## src/rtl/pipe_stage_reg_pkg.sv

```systemverilog
// ----------------------------------------------------------------------------
// pipe_stage_reg_pkg
// Shared constants for the elastic pipeline registers that sit on each stage
// boundary (IF/ID, ID/EX, EX/MEM, MEM/WB).
//   - datapath widths (DATA_WIDTH, REG_ADDR_WIDTH)
//   - ID/EX control bundle layout and its field encodings
//   - CTRL_NOP_ID_EX: packed control word with every write/memory enable off;
//     each instantiation passes its boundary's NOP word as CTRL_NOP
//   - per-boundary PAYLOAD_W / CTRL_W constants
//   - sat_inc32: saturating 32-bit increment used by the optional counters
// ----------------------------------------------------------------------------
package pipe_stage_reg_pkg;

  localparam int DATA_WIDTH     = 32;
  localparam int REG_ADDR_WIDTH = 5;

  // ALU operation field encodings
  localparam logic [3:0] CTRL_ALU_ADD = 4'h0;
  localparam logic [3:0] CTRL_ALU_SUB = 4'h1;
  localparam logic [3:0] CTRL_ALU_AND = 4'h2;
  localparam logic [3:0] CTRL_ALU_OR  = 4'h3;
  localparam logic [3:0] CTRL_ALU_XOR = 4'h4;
  localparam logic [3:0] CTRL_ALU_SLT = 4'h5;
  localparam logic [3:0] CTRL_ALU_SLL = 4'h6;
  localparam logic [3:0] CTRL_ALU_SRL = 4'h7;

  // Single-bit control flags: 1 enables the action
  localparam logic CTRL_EN  = 1'b1;
  localparam logic CTRL_DIS = 1'b0;

  // ID/EX control bundle, 12 bits, MSB first
  typedef struct packed {
    logic       reg_write;
    logic       mem_to_reg;
    logic       mem_read;
    logic       mem_write;
    logic       branch;
    logic       jump;
    logic       alu_src;
    logic       reg_dst;
    logic [3:0] alu_op;
  } ctrl_id_ex_t;

  localparam int CTRL_ID_EX_W = $bits(ctrl_id_ex_t);

  // Bubble control: nothing writes, nothing touches memory, no redirect
  localparam ctrl_id_ex_t CTRL_NOP_ID_EX = '{
    reg_write:  CTRL_DIS,
    mem_to_reg: CTRL_DIS,
    mem_read:   CTRL_DIS,
    mem_write:  CTRL_DIS,
    branch:     CTRL_DIS,
    jump:       CTRL_DIS,
    alu_src:    CTRL_DIS,
    reg_dst:    CTRL_DIS,
    alu_op:     CTRL_ALU_ADD
  };

  // Per-boundary widths
  localparam int IF_ID_PAYLOAD_W  = DATA_WIDTH;                      // instruction word
  localparam int IF_ID_CTRL_W     = 1;                               // predicted-taken bit
  localparam int ID_EX_PAYLOAD_W  = 3 * DATA_WIDTH;                  // rs, rt, imm
  localparam int ID_EX_CTRL_W     = CTRL_ID_EX_W;
  localparam int EX_MEM_PAYLOAD_W = 2 * DATA_WIDTH + REG_ADDR_WIDTH; // alu, store data, rd
  localparam int EX_MEM_CTRL_W    = 4;
  localparam int MEM_WB_PAYLOAD_W = 2 * DATA_WIDTH + REG_ADDR_WIDTH; // load, alu, rd
  localparam int MEM_WB_CTRL_W    = 2;

  function automatic logic [31:0] sat_inc32(input logic [31:0] v);
    return (v == 32'hFFFF_FFFF) ? v : v + 32'd1;
  endfunction

endpackage

```

## src/rtl/pipe_stage_cell.sv

```systemverilog
// ----------------------------------------------------------------------------
// pipe_stage_cell
// One slot of the elastic pipeline register: valid, payload, ctrl, pc.
//   clk / rst       : clock, asynchronous active-high reset
//   flush_i         : kill the slot (valid=0, payload=0, ctrl=NOP), pc still shifts
//   load_i          : slot advances this edge (takes the predecessor's fields)
//   pred_*_i        : predecessor slot (or the block input for slot 0)
//   valid_o .. pc_o : registered slot contents
// An invalid slot always holds payload 0 and ctrl CTRL_NOP, so the outputs of
// the last slot need no extra masking.
// ----------------------------------------------------------------------------
module pipe_stage_cell
  import pipe_stage_reg_pkg::*;
#(
  parameter int                PAYLOAD_W = ID_EX_PAYLOAD_W,
  parameter int                CTRL_W    = ID_EX_CTRL_W,
  parameter int                PC_W      = DATA_WIDTH,
  parameter logic [CTRL_W-1:0] CTRL_NOP  = '0,
  parameter logic [PC_W-1:0]   PC_RESET  = '0
) (
  input  logic                 clk,
  input  logic                 rst,
  input  logic                 flush_i,
  input  logic                 load_i,
  input  logic                 pred_valid_i,
  input  logic [PAYLOAD_W-1:0] pred_payload_i,
  input  logic [CTRL_W-1:0]    pred_ctrl_i,
  input  logic [PC_W-1:0]      pred_pc_i,
  output logic                 valid_o,
  output logic [PAYLOAD_W-1:0] payload_o,
  output logic [CTRL_W-1:0]    ctrl_o,
  output logic [PC_W-1:0]      pc_o
);

  logic                 valid_q,   valid_d;
  logic [PAYLOAD_W-1:0] payload_q, payload_d;
  logic [CTRL_W-1:0]    ctrl_q,    ctrl_d;
  logic [PC_W-1:0]      pc_q,      pc_d;

  always_comb begin
    valid_d   = valid_q;
    payload_d = payload_q;
    ctrl_d    = ctrl_q;
    pc_d      = pc_q;
    if (flush_i) begin
      // flush beats a stall; pc keeps shifting so the slot tracks the fetch stream
      valid_d   = 1'b0;
      payload_d = '0;
      ctrl_d    = CTRL_NOP;
      pc_d      = pred_pc_i;
    end else if (load_i) begin
      // gate on pred valid: the block input is not scrubbed like slot contents are
      valid_d   = pred_valid_i;
      payload_d = pred_valid_i ? pred_payload_i : '0;
      ctrl_d    = pred_valid_i ? pred_ctrl_i    : CTRL_NOP;
      pc_d      = pred_pc_i;
    end
  end

  always_ff @(posedge clk or posedge rst) begin
    if (rst) begin
      valid_q   <= 1'b0;
      payload_q <= '0;
      ctrl_q    <= CTRL_NOP;
      pc_q      <= PC_RESET;
    end else begin
      valid_q   <= valid_d;
      payload_q <= payload_d;
      ctrl_q    <= ctrl_d;
      pc_q      <= pc_d;
    end
  end

  assign valid_o   = valid_q;
  assign payload_o = payload_q;
  assign ctrl_o    = ctrl_q;
  assign pc_o      = pc_q;

endmodule

```

## src/rtl/pipe_stage_reg.sv

```systemverilog
// ----------------------------------------------------------------------------
// pipe_stage_reg
// Elastic DEPTH-slot pipeline register for a stage boundary. Slot 0 faces the
// upstream stage, slot DEPTH-1 drives the outputs directly.
//   clk, reset (async, active high), flush (kill all slots this cycle)
//   in_valid / in_ready / in_payload / in_ctrl / in_pc   : upstream side
//   out_valid / out_ready / out_payload / out_ctrl / out_pc : downstream side
//   occupancy : number of valid slots, kept in its own register
// Optional (macro PIPE_STATS_EN):
//   stall_cycles  : cycles with out_valid && !out_ready (saturating)
//   bubble_cycles : cycles with !out_valid (saturating)
//   Both clear on reset only.
// Backpressure ripples combinationally from out_ready to in_ready through
// DEPTH levels; an empty slot anywhere ahead lets the slots behind it move, so
// bubbles collapse instead of stalling upstream.
// ----------------------------------------------------------------------------
module pipe_stage_reg
  import pipe_stage_reg_pkg::*;
#(
  parameter int                PAYLOAD_W = ID_EX_PAYLOAD_W,
  parameter int                CTRL_W    = ID_EX_CTRL_W,
  parameter int                PC_W      = DATA_WIDTH,
  parameter int                DEPTH     = 1,
  parameter logic [CTRL_W-1:0] CTRL_NOP  = CTRL_W'(CTRL_NOP_ID_EX),
  parameter logic [PC_W-1:0]   PC_RESET  = '0
) (
  input  logic                         clk,
  input  logic                         reset,
  input  logic                         flush,
  input  logic                         in_valid,
  output logic                         in_ready,
  input  logic [PAYLOAD_W-1:0]         in_payload,
  input  logic [CTRL_W-1:0]            in_ctrl,
  input  logic [PC_W-1:0]              in_pc,
  output logic                         out_valid,
  input  logic                         out_ready,
  output logic [PAYLOAD_W-1:0]         out_payload,
  output logic [CTRL_W-1:0]            out_ctrl,
  output logic [PC_W-1:0]              out_pc,
  output logic [$clog2(DEPTH+1)-1:0]   occupancy
`ifdef PIPE_STATS_EN
  ,
  output logic [31:0]                  stall_cycles,
  output logic [31:0]                  bubble_cycles
`endif
);

  localparam int OCC_W = $clog2(DEPTH + 1);

  if (DEPTH < 1 || DEPTH > 4) begin : g_depth_chk
    $error("pipe_stage_reg: DEPTH must be 1..4");
  end

  // Slot contents, index 0 = input side
  logic [DEPTH-1:0]                slot_vld;
  logic [DEPTH-1:0][PAYLOAD_W-1:0] slot_payload;
  logic [DEPTH-1:0][CTRL_W-1:0]    slot_ctrl;
  logic [DEPTH-1:0][PC_W-1:0]      slot_pc;

  // What each slot would load: the block input for slot 0, else the slot behind
  logic [DEPTH-1:0]                pred_vld;
  logic [DEPTH-1:0][PAYLOAD_W-1:0] pred_payload;
  logic [DEPTH-1:0][CTRL_W-1:0]    pred_ctrl;
  logic [DEPTH-1:0][PC_W-1:0]      pred_pc;

  logic [DEPTH:0]   adv;
  logic             accept;
  logic             drain;
  logic [OCC_W-1:0] occ_q, occ_d;

  // A slot may move when it is empty or the slot ahead of it moves
  always_comb begin
    adv        = '0;
    adv[DEPTH] = out_ready;
    for (int i = DEPTH - 1; i >= 0; i--) begin
      adv[i] = !slot_vld[i] || adv[i+1];
    end
  end

  assign in_ready = adv[0] && !flush;
  assign accept   = in_valid && in_ready;
  assign drain    = slot_vld[DEPTH-1] && out_ready;

  always_comb begin
    pred_vld        = '0;
    pred_payload    = '0;
    pred_ctrl       = '0;
    pred_pc         = '0;
    pred_vld[0]     = accept;
    pred_payload[0] = in_payload;
    pred_ctrl[0]    = in_ctrl;
    pred_pc[0]      = in_pc;
    for (int i = 1; i < DEPTH; i++) begin
      pred_vld[i]     = slot_vld[i-1];
      pred_payload[i] = slot_payload[i-1];
      pred_ctrl[i]    = slot_ctrl[i-1];
      pred_pc[i]      = slot_pc[i-1];
    end
  end

  for (genvar i = 0; i < DEPTH; i++) begin : g_slot
    pipe_stage_cell #(
      .PAYLOAD_W (PAYLOAD_W),
      .CTRL_W    (CTRL_W),
      .PC_W      (PC_W),
      .CTRL_NOP  (CTRL_NOP),
      .PC_RESET  (PC_RESET)
    ) u_cell (
      .clk            (clk),
      .rst            (reset),
      .flush_i        (flush),
      .load_i         (adv[i]),
      .pred_valid_i   (pred_vld[i]),
      .pred_payload_i (pred_payload[i]),
      .pred_ctrl_i    (pred_ctrl[i]),
      .pred_pc_i      (pred_pc[i]),
      .valid_o        (slot_vld[i]),
      .payload_o      (slot_payload[i]),
      .ctrl_o         (slot_ctrl[i]),
      .pc_o           (slot_pc[i])
    );
  end

  // Occupancy tracks entries in minus entries out; internal bubble moves
  // never change the count.
  always_comb begin
    occ_d = occ_q;
    if (flush) begin
      occ_d = '0;
    end else begin
      occ_d = occ_q + OCC_W'(accept) - OCC_W'(drain);
    end
  end

  always_ff @(posedge clk or posedge reset) begin
    if (reset) begin
      occ_q <= '0;
    end else begin
      occ_q <= occ_d;
    end
  end

  assign occupancy   = occ_q;
  assign out_valid   = slot_vld[DEPTH-1];
  assign out_payload = slot_payload[DEPTH-1];
  assign out_ctrl    = slot_ctrl[DEPTH-1];
  assign out_pc      = slot_pc[DEPTH-1];

`ifdef PIPE_STATS_EN
  logic [31:0] stall_q,  stall_d;
  logic [31:0] bubble_q, bubble_d;

  // Flush does not clear these; the flush cycle counts by its pre-edge state
  always_comb begin
    stall_d  = stall_q;
    bubble_d = bubble_q;
    if (out_valid && !out_ready) stall_d  = sat_inc32(stall_q);
    if (!out_valid)              bubble_d = sat_inc32(bubble_q);
  end

  always_ff @(posedge clk or posedge reset) begin
    if (reset) begin
      stall_q  <= '0;
      bubble_q <= '0;
    end else begin
      stall_q  <= stall_d;
      bubble_q <= bubble_d;
    end
  end

  assign stall_cycles  = stall_q;
  assign bubble_cycles = bubble_q;
`endif

endmodule

```

## config.mk

```make
export PLATFORM = sky130hd
export DESIGN_NAME = pipe_stage_reg
export DESIGN_NICKNAME = d
export VERILOG_FILES = /design/src/rtl/pipe_stage_reg_pkg.sv /design/src/rtl/pipe_stage_cell.sv /design/src/rtl/pipe_stage_reg.sv
export SDC_FILE = /design/constraint.sdc
export NUM_CORES = 1
export LEC_CHECK = 0
export CAP_MARGIN = 20
export CORE_UTILIZATION = 38
export CTS_CLUSTER_SIZE = 14
export DETAILED_ROUTE_END_ITERATION = 8
export PLACE_DENSITY = 0.77
export REMOVE_ABC_BUFFERS = 1
export SLEW_MARGIN = 30
export SYNTH_ARGS = -nofsm -noshare
export SYNTH_HDL_FRONTEND = slang
export SYNTH_HIERARCHICAL = 1
export SYNTH_SLANG_ARGS = --single-unit
export TNS_END_PERCENT = 1
```

## constraint.sdc

```tcl
create_clock -name clk -period 4.8 [get_ports clk]
set_clock_uncertainty 0.1 [all_clocks]
set_input_delay 0.96 -clock clk [delete_from_list [all_inputs] [get_ports clk]]
set_output_delay 0.96 -clock clk [all_outputs]
set_load 0.02 [all_outputs]
```

==> results.md <==
- Combinational share of power: between 10 and 15%
- Power density of the placed cells: about 300 mW/mm2
- Mean cell area of the mapped netlist: 13.25 um2
- Vias after detailed routing: around 5000
- Proportion of layout cells with a drive suffix above 1: about 28%
- DIE AREA: ~0.018 mm2
- # Post-CTS Setup Buffers: 0
- Final setup slack of the worst path: ~1.1 ns
- Most repeated library cell on the critical path: sky130_fd_sc_hd__clkdlybuf4s50_1
- Weighted congestion at the end of routability-driven global placement: about 0.88
- Count of pins on the block boundary: 288
- Number of pins exceeding their max-slew limit in the final report: 0
- Iter 0 DRT Violations: about 240
- Wire length per cell: around 18 um
- Required time reported for the critical path endpoint: between 3 and 4 ns
- Initial antenna violation count: 0
- Number of routed nets with antenna violations: 0
- Reg clk slew, reported paths: roughly 0.060 ns
- Per-cell via count in the routed design: between 5 and 6
- Portion of total power attributed to the clock network: 44.2%
- Largest voltage drop on the vdd net: about 0.22 mV
- Half-perimeter wire length after detailed placement: 12.20 mm
- Final cycle utilization of the critical path: between 70% and 80%
- Skew-Pair Late Insertion Delay: around 0.41 ns
- Number of fill cells in the layout: 1303
- Category of the worst setup path capture point: primary output
- Slowest library cell on the worst path: sky130_fd_sc_hd__clkdlybuf4s50_1
- Sequential fraction of the synthesis area: a little under three fifths
- Die boundary height: between 100 and 150 um
- Number of optimization iterations in the first detailed-route pass: 4
- Global-route usage over all layers: ~20%
- Clk root buf: sky130_fd_sc_hd__clkbuf_16
- N_diodes: 0
- Period minus WS final: between 3 and 4 ns
- Slew at the pin closest to its max-slew limit: slightly above 0.9 ns
- Remaining global-route overflow: 0
- Crit path largest cell delay: a little over 0.6 ns
- Switching power as a share of total power: between 20% and 30%
- Residual DRC count: 0
- Number of endpoints with negative hold slack in the final report: 0
- Netlist cell types: 23
- Layout Nets: 898
- Maximum fanout count along the critical path: 24
- Number of global-route vias before repair: approximately 5300
- Syn Inst Count: roughly 490
- Post-Place Setup Slack: ~1.1 ns
- Worst hold-check path type: reg -> reg
- Total buffers and inverters traversed by the critical path: 2
- Worst rel slew slack: 37.68%
- Nature of the critical path startpoint: primary input
- Unrepaired setup endpoints after global routing: false
- Achievable Freq: roughly 0.27 GHz
- Sequential share of power: 41.7%
- Horizontal die dimension: 132.3 um
- Pin count of the biggest net entering global routing: 89
- Switch Pwr: 757.1 uW
- H-tree lvl count: 4
- Maximum buffer depth of the clock tree: 2
- IO Port Bufs: about 290
- Synth warn: 6
- Final-report setup violation count: 0
- Outcome: complete, no violations
- Growth of design area from synthesis to finish: 54.47%
- Initial Util: approximately 40%
- # rows: between 40 and 50
- Sum Neg Setup Slack: 0 ns
- Cell breakdown of the critical path: clkdlybuf4s50_1, nand2b_4, nor2b_2, clkdlybuf4s50_1
- Internal power consumption: between 2 and 2.5 mW
- Post-route worst hold slack: around 0.39 ns
- CORE AREA: around 0.017 mm2
- Count of instances resized after the clock tree is built: 0
- Critical Setup Path Class: in -> out
- Routed WL: roughly 18 mm
- Clock sink total: 142
- Total clock buffers created by CTS: 17
- Critical path's top delay family: buffers and inverters
- Number of buffers added to fix hold violations after cts: 0
- Syn Std Cell Area: between 0.006 and 0.007 mm2
- #FFs+latches synth: about 140
- Wire length of the first global-routing pass: between 20 and 30 mm
- Count of max-cap constraint violations: 0
- Data arrival time of the critical path: 2.62 ns
- CTS tree: built
- Leakage component of the power: 3.839 nW
## cells in the mapped netlist
master | instances | area share, %
sky130_fd_sc_hd__buf_12 | 1 | 0.31
sky130_fd_sc_hd__and2_1 | 1 | 0.097
sky130_fd_sc_hd__nor2b_1 | 1 | 0.097
sky130_fd_sc_hd__nand3_2 | 67 | 10
sky130_fd_sc_hd__buf_2 | 23 | 1.8
sky130_fd_sc_hd__nand2b_1 | 74 | 7.2
sky130_fd_sc_hd__inv_1 | 2 | 0.12
sky130_fd_sc_hd__a21oi_2 | 67 | 9.1
sky130_fd_sc_hd__nand3_1 | 6 | 0.47
sky130_fd_sc_hd__nand3b_1 | 1 | 0.12
sky130_fd_sc_hd__mux2i_1 | 1 | 0.16
sky130_fd_sc_hd__nor2_2 | 1 | 0.097
sky130_fd_sc_hd__a21oi_1 | 6 | 0.47
sky130_fd_sc_hd__dfrtp_1 | 142 | 55
sky130_fd_sc_hd__nor2b_2 | 1 | 0.14
sky130_fd_sc_hd__buf_4 | 6 | 0.70
sky130_fd_sc_hd__a21o_1 | 1 | 0.12
sky130_fd_sc_hd__buf_6 | 3 | 0.52
sky130_fd_sc_hd__buf_8 | 6 | 1.4
sky130_fd_sc_hd__mux2_2 | 32 | 5.6
sky130_fd_sc_hd__a32o_1 | 36 | 5.6
sky130_fd_sc_hd__nor2_1 | 1 | 0.058
sky130_fd_sc_hd__clkbuf_1 | 8 | 0.47
## metal layers
metal	track usage (%)	up-vias	part of all wire, %
met1	24.81	2489	41
met3	7.036	18	7.9
met5	0	-	0
met4	6.769	0	1.5
met2	34.48	223	50
li1	-	2259	-
## worst paths after layout
check / start / endpoint / slack, ns / cells past startpoint
max: out_ready / in_ready / 1.12 / 4
min: g_slot[0].u_cell/ctrl_o[0]$_DFFE_PP0P_ / g_slot[0].u_cell/ctrl_o[0]$_DFFE_PP0P_ / 0.39 / 1
max reg2reg: g_slot[0].u_cell/valid_o$_DFFE_PP0P_ / g_slot[0].u_cell/ctrl_o[4]$_DFFE_PP0P_ / 2.48 / 6
min reg2reg: g_slot[0].u_cell/ctrl_o[0]$_DFFE_PP0P_ / g_slot[0].u_cell/ctrl_o[0]$_DFFE_PP0P_ / 0.39 / 1
max in group asynchronous: reset / g_slot[0].u_cell/payload_o[20]$_DFFE_PP0P_ / 2.80 / 3
min in group asynchronous: reset / occupancy$_DFF_PP0_ / 0.71 / 2
## cells by family (layout without fill, tap and decap cells)
kind of cell / Yosys count / count (layout) / share of synthesized area, %
buffers and inverters: 49 / 327 / 5.294
muxes: 33 / 33 / 5.740
DFF: 142 / 142 / 55.07
and+or+nand+nor: 153 / 153 / 18.63
AOI/OAI and AO/OA: 110 / 110 / 15.26
## final cells by class
cell class | instances | area, um2 | area share (%)
inverter | 2 | 12.51 | 0.1255
tap | 220 | 275.3 | 2.762
timing repair buffer | 294 | 2948 | 29.58
multi-input combinational | 296 | 2575 | 25.83
clock inverter | 12 | 150.1 | 1.506
sequential | 142 | 3553 | 35.65
clock buffer | 19 | 452.9 | 4.544
## power groups by stage
stage / sequential [mW] / combinational, mW / clock [mW]
finish: 1.26 / 0.427 / 1.34
global route: 1.27 / 0.454 / 1.43
CTS: 1.26 / 0.434 / 1.37
detailed placement: 1.28 / 0.432 / 0
global placement: 1.28 / 0.423 / 0
floorplan: 1.33 / 0.119 / 0
## sequential cells by signal, summed over array words and instances (netlist names)
| register | cells |
|---|---|
| g_slot.u_cell/ctrl_o | 12 |
| g_slot.u_cell/payload_o | 96 |
| g_slot.u_cell/pc_o | 32 |
| g_slot.u_cell/valid_o | 1 |
| occupancy | 1 |
## cells in the final DEF (no fill, tap or decap), types with 2 or more instances in the layout
cell type                         synthesis  routed
sky130_fd_sc_hd__inv_6                    0       6
sky130_fd_sc_hd__buf_4                    6       6
sky130_fd_sc_hd__bufinv_16                0       2
sky130_fd_sc_hd__clkbuf_8                 0       2
sky130_fd_sc_hd__a21oi_1                  6       6
sky130_fd_sc_hd__nand3_1                  6       6
sky130_fd_sc_hd__mux2_2                  32      32
sky130_fd_sc_hd__nand3_2                 67      67
sky130_fd_sc_hd__clkinvlp_4               0       2
sky130_fd_sc_hd__inv_8                    0       2
sky130_fd_sc_hd__buf_12                   1       2
sky130_fd_sc_hd__dfrtp_1                142     142
sky130_fd_sc_hd__nand2b_1                74      73
sky130_fd_sc_hd__a32o_1                  36      36
sky130_fd_sc_hd__a21oi_2                 67      67
sky130_fd_sc_hd__clkbuf_16                0      17
sky130_fd_sc_hd__nor2b_2                  1       2
sky130_fd_sc_hd__clkdlybuf4s50_1          0     286
## per-stage QoR
| step | cell area [um2] | total power, mW | util, % | cells |
|---|---|---|---|---|
| 2_1_floorplan | 6118 | 1.453 | - | 440 |
| 3_3_place_gp | 9364 | 1.704 | 56.47 | 954 |
| 3_5_place_dp | 9364 | 1.716 | 56.47 | 954 |
| 4_1_cts | 9967 | 3.069 | 60.10 | 985 |
| 5_1_grt | 9967 | 3.149 | 60.10 | 985 |
| 6_report | 9967 | 3.030 | 60.10 | 985 |
Note: power is estimated with default switching activity, not from simulation.
